<file path="src/rtl/ts_packet_source_if.sv">
// rtl/ts_packet_source_if.sv - per-channel TS byte-stream bundle
// Signals: valid/byte_data/sop/eop driven by the packet source, ready driven by the sink.
// byte_data carries channel c on bits [8c+7:8c].
interface ts_packet_source_if #(
  parameter int NUM_CH = 4
);
  logic [NUM_CH-1:0]   valid;
  logic [NUM_CH-1:0]   ready;
  logic [NUM_CH*8-1:0] byte_data;
  logic [NUM_CH-1:0]   sop;
  logic [NUM_CH-1:0]   eop;

  modport master (output valid, output byte_data, output sop, output eop, input ready);
  modport slave  (input valid, input byte_data, input sop, input eop, output ready);
endinterface

</file>
<file path="src/rtl/ts_packet_source.sv">
// rtl/ts_packet_source.sv - multi-channel MPEG-2 TS packet generator with loss injection
// Ports: clk, rstn (async active-low), enable (level start/continue), ts (master modport:
// valid/byte_data/sop/eop out, ready in, one lane per channel), eof (sticky, all channels done).
module ts_packet_source #(
  parameter int                NUM_CH      = 4,
  parameter int                NUM_PKTS    = 16,
  parameter int                GAP_CYCLES  = 2,
  parameter logic [12:0]       BASE_PID    = 13'h0100,
  parameter int                LOSS_PERIOD = 0,
  parameter logic [NUM_CH-1:0] LOSS_MASK   = {NUM_CH{1'b0}}
) (
  input  logic               clk,
  input  logic               rstn,
  input  logic               enable,
  ts_packet_source_if.master ts,
  output logic               eof
);
  localparam int              GW        = (GAP_CYCLES > 0) ? $clog2(GAP_CYCLES + 1) : 1;
  localparam logic [GW-1:0]   GAP_LAST  = GW'((GAP_CYCLES > 0) ? GAP_CYCLES - 1 : 0);
  localparam int              LP        = (LOSS_PERIOD > 0) ? LOSS_PERIOD : 1;
  localparam logic [31:0]     PKT_LIMIT = 32'(NUM_PKTS);

  typedef enum logic [1:0] {IDLE, SEND, GAP, DONE} state_t;

  logic [NUM_CH-1:0] w_done;
  logic              r_eof;

  function automatic logic [7:0] f_byte(input logic [7:0] k, input logic [12:0] pid,
                                        input logic [3:0] cc, input logic [31:0] pkt);
    case (k)
      8'd0:    f_byte = 8'h47;
      8'd1:    f_byte = {3'b010, pid[12:8]};
      8'd2:    f_byte = pid[7:0];
      8'd3:    f_byte = {4'b0001, cc};
      default: f_byte = k - 8'd4 + pkt[7:0];
    endcase
  endfunction

  for (genvar c = 0; c < NUM_CH; c++) begin : g_ch
    localparam logic [12:0] L_PID  = 13'(BASE_PID + c);
    localparam bit          L_LOSS = (LOSS_PERIOD > 0) && LOSS_MASK[c];

    state_t        r_state, w_state;
    logic [7:0]    r_byte_idx, w_byte_idx;
    logic [31:0]   r_pkt, w_pkt;
    logic [3:0]    r_cc, w_cc;
    logic [GW-1:0] r_gap, w_gap;
    logic          r_valid, w_valid;
    logic [7:0]    r_data, w_data;
    logic          r_sop, w_sop;
    logic          r_eop, w_eop;
    logic          w_go;
    logic          w_drop;

    always_comb begin
      w_state    = r_state;
      w_byte_idx = r_byte_idx;
      w_pkt      = r_pkt;
      w_cc       = r_cc;
      w_gap      = r_gap;
      w_valid    = r_valid;
      w_data     = r_data;
      w_sop      = r_sop;
      w_eop      = r_eop;
      w_go       = 1'b0;
      w_drop     = 1'b0;

      case (r_state)
        IDLE: w_go = enable;
        SEND: begin
          if (ts.ready[c]) begin
            if (r_byte_idx == 8'd187) begin
              w_pkt      = r_pkt + 32'd1;
              w_cc       = r_cc + 4'd1;
              w_valid    = 1'b0;
              w_data     = 8'h00;
              w_sop      = 1'b0;
              w_eop      = 1'b0;
              w_byte_idx = 8'd0;
              if (GAP_CYCLES > 0) begin
                w_state = GAP;
                w_gap   = '0;
              end else if ((NUM_PKTS != 0) && (w_pkt == PKT_LIMIT)) begin
                w_state = DONE;
              end else begin
                // No gap: decide on the next packet now so sop follows eop directly.
                w_state = IDLE;
                w_go    = enable;
              end
            end else begin
              w_byte_idx = r_byte_idx + 8'd1;
              w_data     = f_byte(w_byte_idx, L_PID, r_cc, r_pkt);
              w_sop      = 1'b0;
              w_eop      = (w_byte_idx == 8'd187);
            end
          end
        end
        GAP: begin
          if (r_gap == GAP_LAST) begin
            if ((NUM_PKTS != 0) && (r_pkt == PKT_LIMIT)) begin
              w_state = DONE;
            end else begin
              // Launch from the last gap cycle so the idle stretch is exactly GAP_CYCLES.
              w_state = IDLE;
              w_go    = enable;
            end
          end else begin
            w_gap = r_gap + GW'(1);
          end
        end
        default: ;
      endcase

      // Start packet w_pkt: either emit it or account for it as a dropped packet.
      if (w_go) begin
        w_drop = L_LOSS && (((w_pkt + 32'd1) % 32'(LP)) == 32'd0);
        if (w_drop) begin
          w_pkt = w_pkt + 32'd1;
          w_cc  = w_cc + 4'd1;
          if (GAP_CYCLES > 0) begin
            w_state = GAP;
            w_gap   = '0;
          end else if ((NUM_PKTS != 0) && (w_pkt == PKT_LIMIT)) begin
            w_state = DONE;
          end else begin
            w_state = IDLE;
          end
        end else begin
          w_state    = SEND;
          w_byte_idx = 8'd0;
          w_valid    = 1'b1;
          w_data     = 8'h47;
          w_sop      = 1'b1;
          w_eop      = 1'b0;
        end
      end
    end

    always_ff @(posedge clk or negedge rstn) begin
      if (!rstn) begin
        r_state    <= IDLE;
        r_byte_idx <= 8'd0;
        r_pkt      <= 32'd0;
        r_cc       <= 4'd0;
        r_gap      <= '0;
        r_valid    <= 1'b0;
        r_data     <= 8'h00;
        r_sop      <= 1'b0;
        r_eop      <= 1'b0;
      end else begin
        r_state    <= w_state;
        r_byte_idx <= w_byte_idx;
        r_pkt      <= w_pkt;
        r_cc       <= w_cc;
        r_gap      <= w_gap;
        r_valid    <= w_valid;
        r_data     <= w_data;
        r_sop      <= w_sop;
        r_eop      <= w_eop;
      end
    end

    assign ts.valid[c]           = r_valid;
    assign ts.byte_data[8*c +: 8] = r_data;
    assign ts.sop[c]             = r_sop;
    assign ts.eop[c]             = r_eop;
    assign w_done[c]             = (r_state == DONE);
  end

  always_ff @(posedge clk or negedge rstn) begin
    if (!rstn) begin
      r_eof <= 1'b0;
    end else if ((NUM_PKTS != 0) && (&w_done)) begin
      r_eof <= 1'b1;
    end
  end

  assign eof = r_eof;
endmodule

</file>
<file path="src/flat_wrapper.sv">
// flat-port wrapper written by rule: the top's interface ports become plain ports
module ts_packet_source_flat 
#(
  parameter int                NUM_CH      = 4,
  parameter int                NUM_PKTS    = 16,
  parameter int                GAP_CYCLES  = 2,
  parameter logic [12:0]       BASE_PID    = 13'h0100,
  parameter int                LOSS_PERIOD = 0,
  parameter logic [NUM_CH-1:0] LOSS_MASK   = {NUM_CH{1'b0}}
)
  (clk, rstn, enable, eof, ts_valid, ts_byte_data, ts_sop, ts_eop, ts_ready);
  ts_packet_source_if #(.NUM_CH(NUM_CH)) ts_i ();
  input  logic clk;
  input  logic rstn;
  input  logic enable;
  output logic eof;
  output wire logic [$bits(ts_i.valid)-1:0] ts_valid;
  output wire logic [$bits(ts_i.byte_data)-1:0] ts_byte_data;
  output wire logic [$bits(ts_i.sop)-1:0] ts_sop;
  output wire logic [$bits(ts_i.eop)-1:0] ts_eop;
  input wire logic [$bits(ts_i.ready)-1:0] ts_ready;
  assign ts_valid = ts_i.valid;
  assign ts_byte_data = ts_i.byte_data;
  assign ts_sop = ts_i.sop;
  assign ts_eop = ts_i.eop;
  assign ts_i.ready = ts_ready;
  ts_packet_source #(.NUM_CH(NUM_CH), .NUM_PKTS(NUM_PKTS), .GAP_CYCLES(GAP_CYCLES), .BASE_PID(BASE_PID), .LOSS_PERIOD(LOSS_PERIOD), .LOSS_MASK(LOSS_MASK)) u_core (.clk(clk), .rstn(rstn), .enable(enable), .ts(ts_i), .eof(eof));
endmodule
</file>
<file path="config.mk">
export PLATFORM = sky130hd
export DESIGN_NAME = ts_packet_source_flat
export DESIGN_NICKNAME = d
export VERILOG_FILES = /design/src/rtl/ts_packet_source_if.sv /design/src/rtl/ts_packet_source.sv /design/src/flat_wrapper.sv
export SDC_FILE = /design/constraint.sdc
export NUM_CORES = 1
export LEC_CHECK = 0
export ABC_AREA = 1
export CAP_MARGIN = 20
export CELL_PAD_IN_SITES_DETAIL_PLACEMENT = 0
export CELL_PAD_IN_SITES_GLOBAL_PLACEMENT = 2
export CORE_UTILIZATION = 40
export DETAILED_ROUTE_END_ITERATION = 7
export PLACE_DENSITY_LB_ADDON = 0.1
export SLEW_MARGIN = 20
export SYNTH_ARGS = -nofsm -noshare
export SYNTH_HDL_FRONTEND = slang
export SYNTH_SLANG_ARGS = --single-unit
</file>
<file path="constraint.sdc">
create_clock -name clk -period 5.9 [get_ports clk]
set_clock_uncertainty 0.15 [all_clocks]
set_input_delay 1.475 -clock clk [delete_from_list [all_inputs] [get_ports clk]]
set_output_delay 1.475 -clock clk [all_outputs]
set_load 0.03 [all_outputs]
</file>
==> results.json <==
{
  "peakVddDrop_v": 0.000227,
  "grt_max_degree": 105,
  "postSynthAreaPerCell_um2": 7.38,
  "path_clk_slew_ns": 0.06,
  "syn_area_um2": 15900,
  "cp_data_arrival_time_ns": 3.72,
  "grt-ovfl-total": 0,
  "final_max_slew_viol_count": 0,
  "rows": 72,
  "antenna_found_initial": 0,
  "combPwrFrac_pct": 37.3,
  "synthXorXnorAreaFrac_pct": 9.14,
  "synth_edf_count": 0,
  "max_freq_mhz": 293,
  "clk_latency_ns": 0.58,
  "r2r-end": "u_core.g_ch[2].r_data[7]",
  "p_per_area_nw_per_um2": 351,
  "tightest_slew_ns": 1.07,
  "setup_ws_ns": 2.49,
  "slew_headroom_pct": 28.4,
  "post_cts_buffers": 0,
  "swShare_pct": 38.9,
  "fin_nets": 2313,
  "dpl.hpwl_um": 31600,
  "synth-compound-area-share_pct": 5.54,
  "cp_max_fo": 36,
  "pin_count": 52,
  "status": "completed",
  "core_area_um2": 38900,
  "clockBufferDepth": 3,
  "ys_types": 46,
  "clockRootBuffer": "clkbuf_16",
  "drv_cap": 0,
  "min_path_cells": 1,
  "setup_viol": 0,
  "min_to": "u_core.g_ch[3].r_cc[3]",
  "hold_violations": 0,
  "layout-drive-gt1-share_pct": 4.66,
  "seqPwrFrac_pct": 32.0,
  "rsz0062_at_grt": "false",
  "h-tree-depth": 1,
  "yosys.area_share.adder_pct": 7.75,
  "cts_tree": "done",
  "syn_nets": 2257,
  "area_delta_synth_final_pct": 13.1,
  "die_area_um2": 40500,
  "p_sw_mw": 2.45,
  "cts.repair.resized": 0,
  "postCtsHoldBufs": 0,
  "drt_iter0_drc": 724,
  "whs_ns": 0.311,
  "tns_ns": 0,
  "vias": 13600,
  "ys_ff_latch": 237,
  "critPathCaptureType": "register",
  "async_flop_share_pct": 100,
  "cts_buffers": 31,
  "yosys_warnings": 0,
  "synth.area.mux_share_pct": 0.126,
  "crit_type": "in -> reg",
  "drc_errors": 0,
  "hold_class": "reg -> reg",
  "timing.rr.start": "u_core.g_ch[2].r_byte_idx[1]",
  "wirelength_um": 41600,
  "fp.dieW_um": 201,
  "clkPwrFrac_pct": 30.7,
  "synth_top_family_by_area": "simple AND/OR/NAND/NOR gates",
  "wire_per_inst_um": 15.1,
  "r2r_slack_ns": 2.85,
  "finalCritPeriodShare_pct": 57.9,
  "die_y_um": 201,
  "critPathRequiredTime_ns": 6.20,
  "first_pass_iters": 5,
  "io_buffers": 51,
  "seq_area_frac_synth_pct": 37.3,
  "viasPerCell": 4.95,
  "p_int_mw": 3.86,
  "worstHoldStart": "u_core.g_ch[3].r_cc[3]",
  "grt_pass1_wl_um": 70800,
  "cts.sinks": 237,
  "start_kind": "input pin",
  "leakagePower_nw": 8.77,
  "fin_total_pwr_mw": 6.31,
  "ys.flop_type": "dfrtp_1",
  "grt_pass1_vias": 13600,
  "finalCriticalPeriod_ns": 3.41,
  "synth_cells": 2154,
  "r2r_cells": 19,
  "antenna_left": 0,
  "start_util_pct": 40.8,
  "pre_cts_slack_ns": 1.88,
  "antenna_cells": 0,
  "grtUsageTotal_pct": 21.3,
  "synth_simple_gate_area_share_pct": 32.1,
  "routabilityCongestion": 0.852
}
==> how the worst max path moves through the flow <==
stage | start | to | slack, ns | cells past startpoint
2_1_floorplan | ts_ready[2] | u_core.g_ch[2].r_pkt[19] | 3.17 | 7
3_3_place_gp | ts_ready[0] | u_core.g_ch[0].r_pkt[18] | 1.93 | 10
3_5_place_dp | ts_ready[1] | u_core.g_ch[1].r_pkt[31] | 1.88 | 8
4_1_cts | ts_ready[1] | u_core.g_ch[1].r_pkt[31] | 2.49 | 8
5_1_grt | ts_ready[1] | u_core.g_ch[1].r_pkt[31] | 2.26 | 8
6_report | ts_ready[1] | u_core.g_ch[1].r_pkt[31] | 2.49 | 8
==> area by class of cell <==
cell class / instances / area [um2]
clock buffers: 41 / 893
clock inverters: 16 / 158
fillers: 4044 / 20900
inverters: 291 / 1090
multi-input cells: 1595 / 8700
flip-flops and latches: 237 / 5930
well taps: 518 / 648
repair buffers: 54 / 551
==> kinds of logic (layout without fill, tap and decap cells) <==
kind of cell,count (synthesis),after routing
fa+ha+maj,96,96
flops,237,237
xor+xnor,165,165
buf+inv,322,402
compound gates,162,162
simple gates,1170,1170
mux,2,2
==> cell usage in the layout (no fill, tap or decap), types with 2 or more instances in the layout <==
master,n
nand2_1,600
inv_1,288
dfrtp_1,237
nor2_1,207
nand3_1,146
xor2_1,140
o21ai_0,96
ha_1,92
nor3_1,88
nand4_1,63
clkdlybuf4s50_1,50
a21oi_1,37
clkbuf_16,31
xnor2_1,24
nor4_1,15
clkinv_2,12
nor2_2,11
nor2_4,8
o22ai_1,8
clkbuf_8,8
nand2_2,7
nand3b_1,6
nor3_2,4
a31oi_1,4
fa_1,4
o21ai_2,3
nand3_2,3
o211ai_1,3
nor3b_1,3
a21o_1,3
bufinv_16,3
inv_2,2
or2_0,2
o21a_1,2
nand2_4,2
a21boi_0,2
mux2i_1,2
clkbuf_1,2
buf_4,2
==> through the flow <==
step                cells  instance area [um2]  util [%]
CTS                  2752                18000      46.2
global placement     2695                16900      43.5
floorplan            2154                15900         -
global route         2752                18000      46.2
detailed placement   2695                16900      43.5
finish               2752                18000      46.2
==> worst max-delay path, stage by stage <==
cell,delay [ns]
clkdlybuf4s50_1,0.49
nand2_1,0.20
nor2_4,0.71
nand3_2,0.19
nor3_2,0.27
nand2_1,0.15
o21ai_1,0.15
nand2_1,0.06
==> per-layer routing <==
metal	vias to the layer above	part of all wire, %	global-route usage (%)
li1	6998	-	-
met1	6407	52	31.7
met2	184	42	32.8
met3	44	3.9	2.96
met4	0	1.5	4.46
met5	-	0	0
==> cell usage after synthesis, types with 6 or more instances <==
library cell	count	area, um2
nand3b_1	6	45.0
clkbuf_1	9	33.8
nor2_4	7	78.8
nor2_1	207	777
xnor2_1	24	210
buf_2	9	45.0
a21oi_1	37	185
buf_4	13	97.6
nand2_1	600	2250
nand2_2	7	43.8
o21ai_0	96	480
nand3_1	146	731
nand4_1	63	394
ha_1	92	1150
xor2_1	140	1230
nor4_1	15	93.8
nor3_1	88	440
inv_1	288	1080
nor2_2	12	75.1
o22ai_1	8	50.1
dfrtp_1	237	5930
==> power by group through the flow <==
stage / logic, mW / clock network, mW / registers [mW]
4_1_cts: 2.38 / 2.01 / 2.02
2_1_floorplan: 1.52 / 0 / 2.17
6_report: 2.35 / 1.94 / 2.02
5_1_grt: 2.69 / 2.07 / 2.05
3_5_place_dp: 2.36 / 0 / 2.04
3_3_place_gp: 2.35 / 0 / 2.04
==> sequential cells by signal (all words and copies together) (netlist names) <==
register                count
u_core.g_ch.r_cc           16
u_core.g_ch.r_eop           4
u_core.g_ch.r_state         8
u_core.g_ch.r_pkt         128
u_core.g_ch.r_byte_idx     32
u_core.g_ch.r_valid         4
u_core.g_ch.r_gap           8
u_core.g_ch.r_sop           4
u_core.g_ch.r_data         32
u_core.eof                  1
No activity file was read; power rests on OpenSTA's default activity.
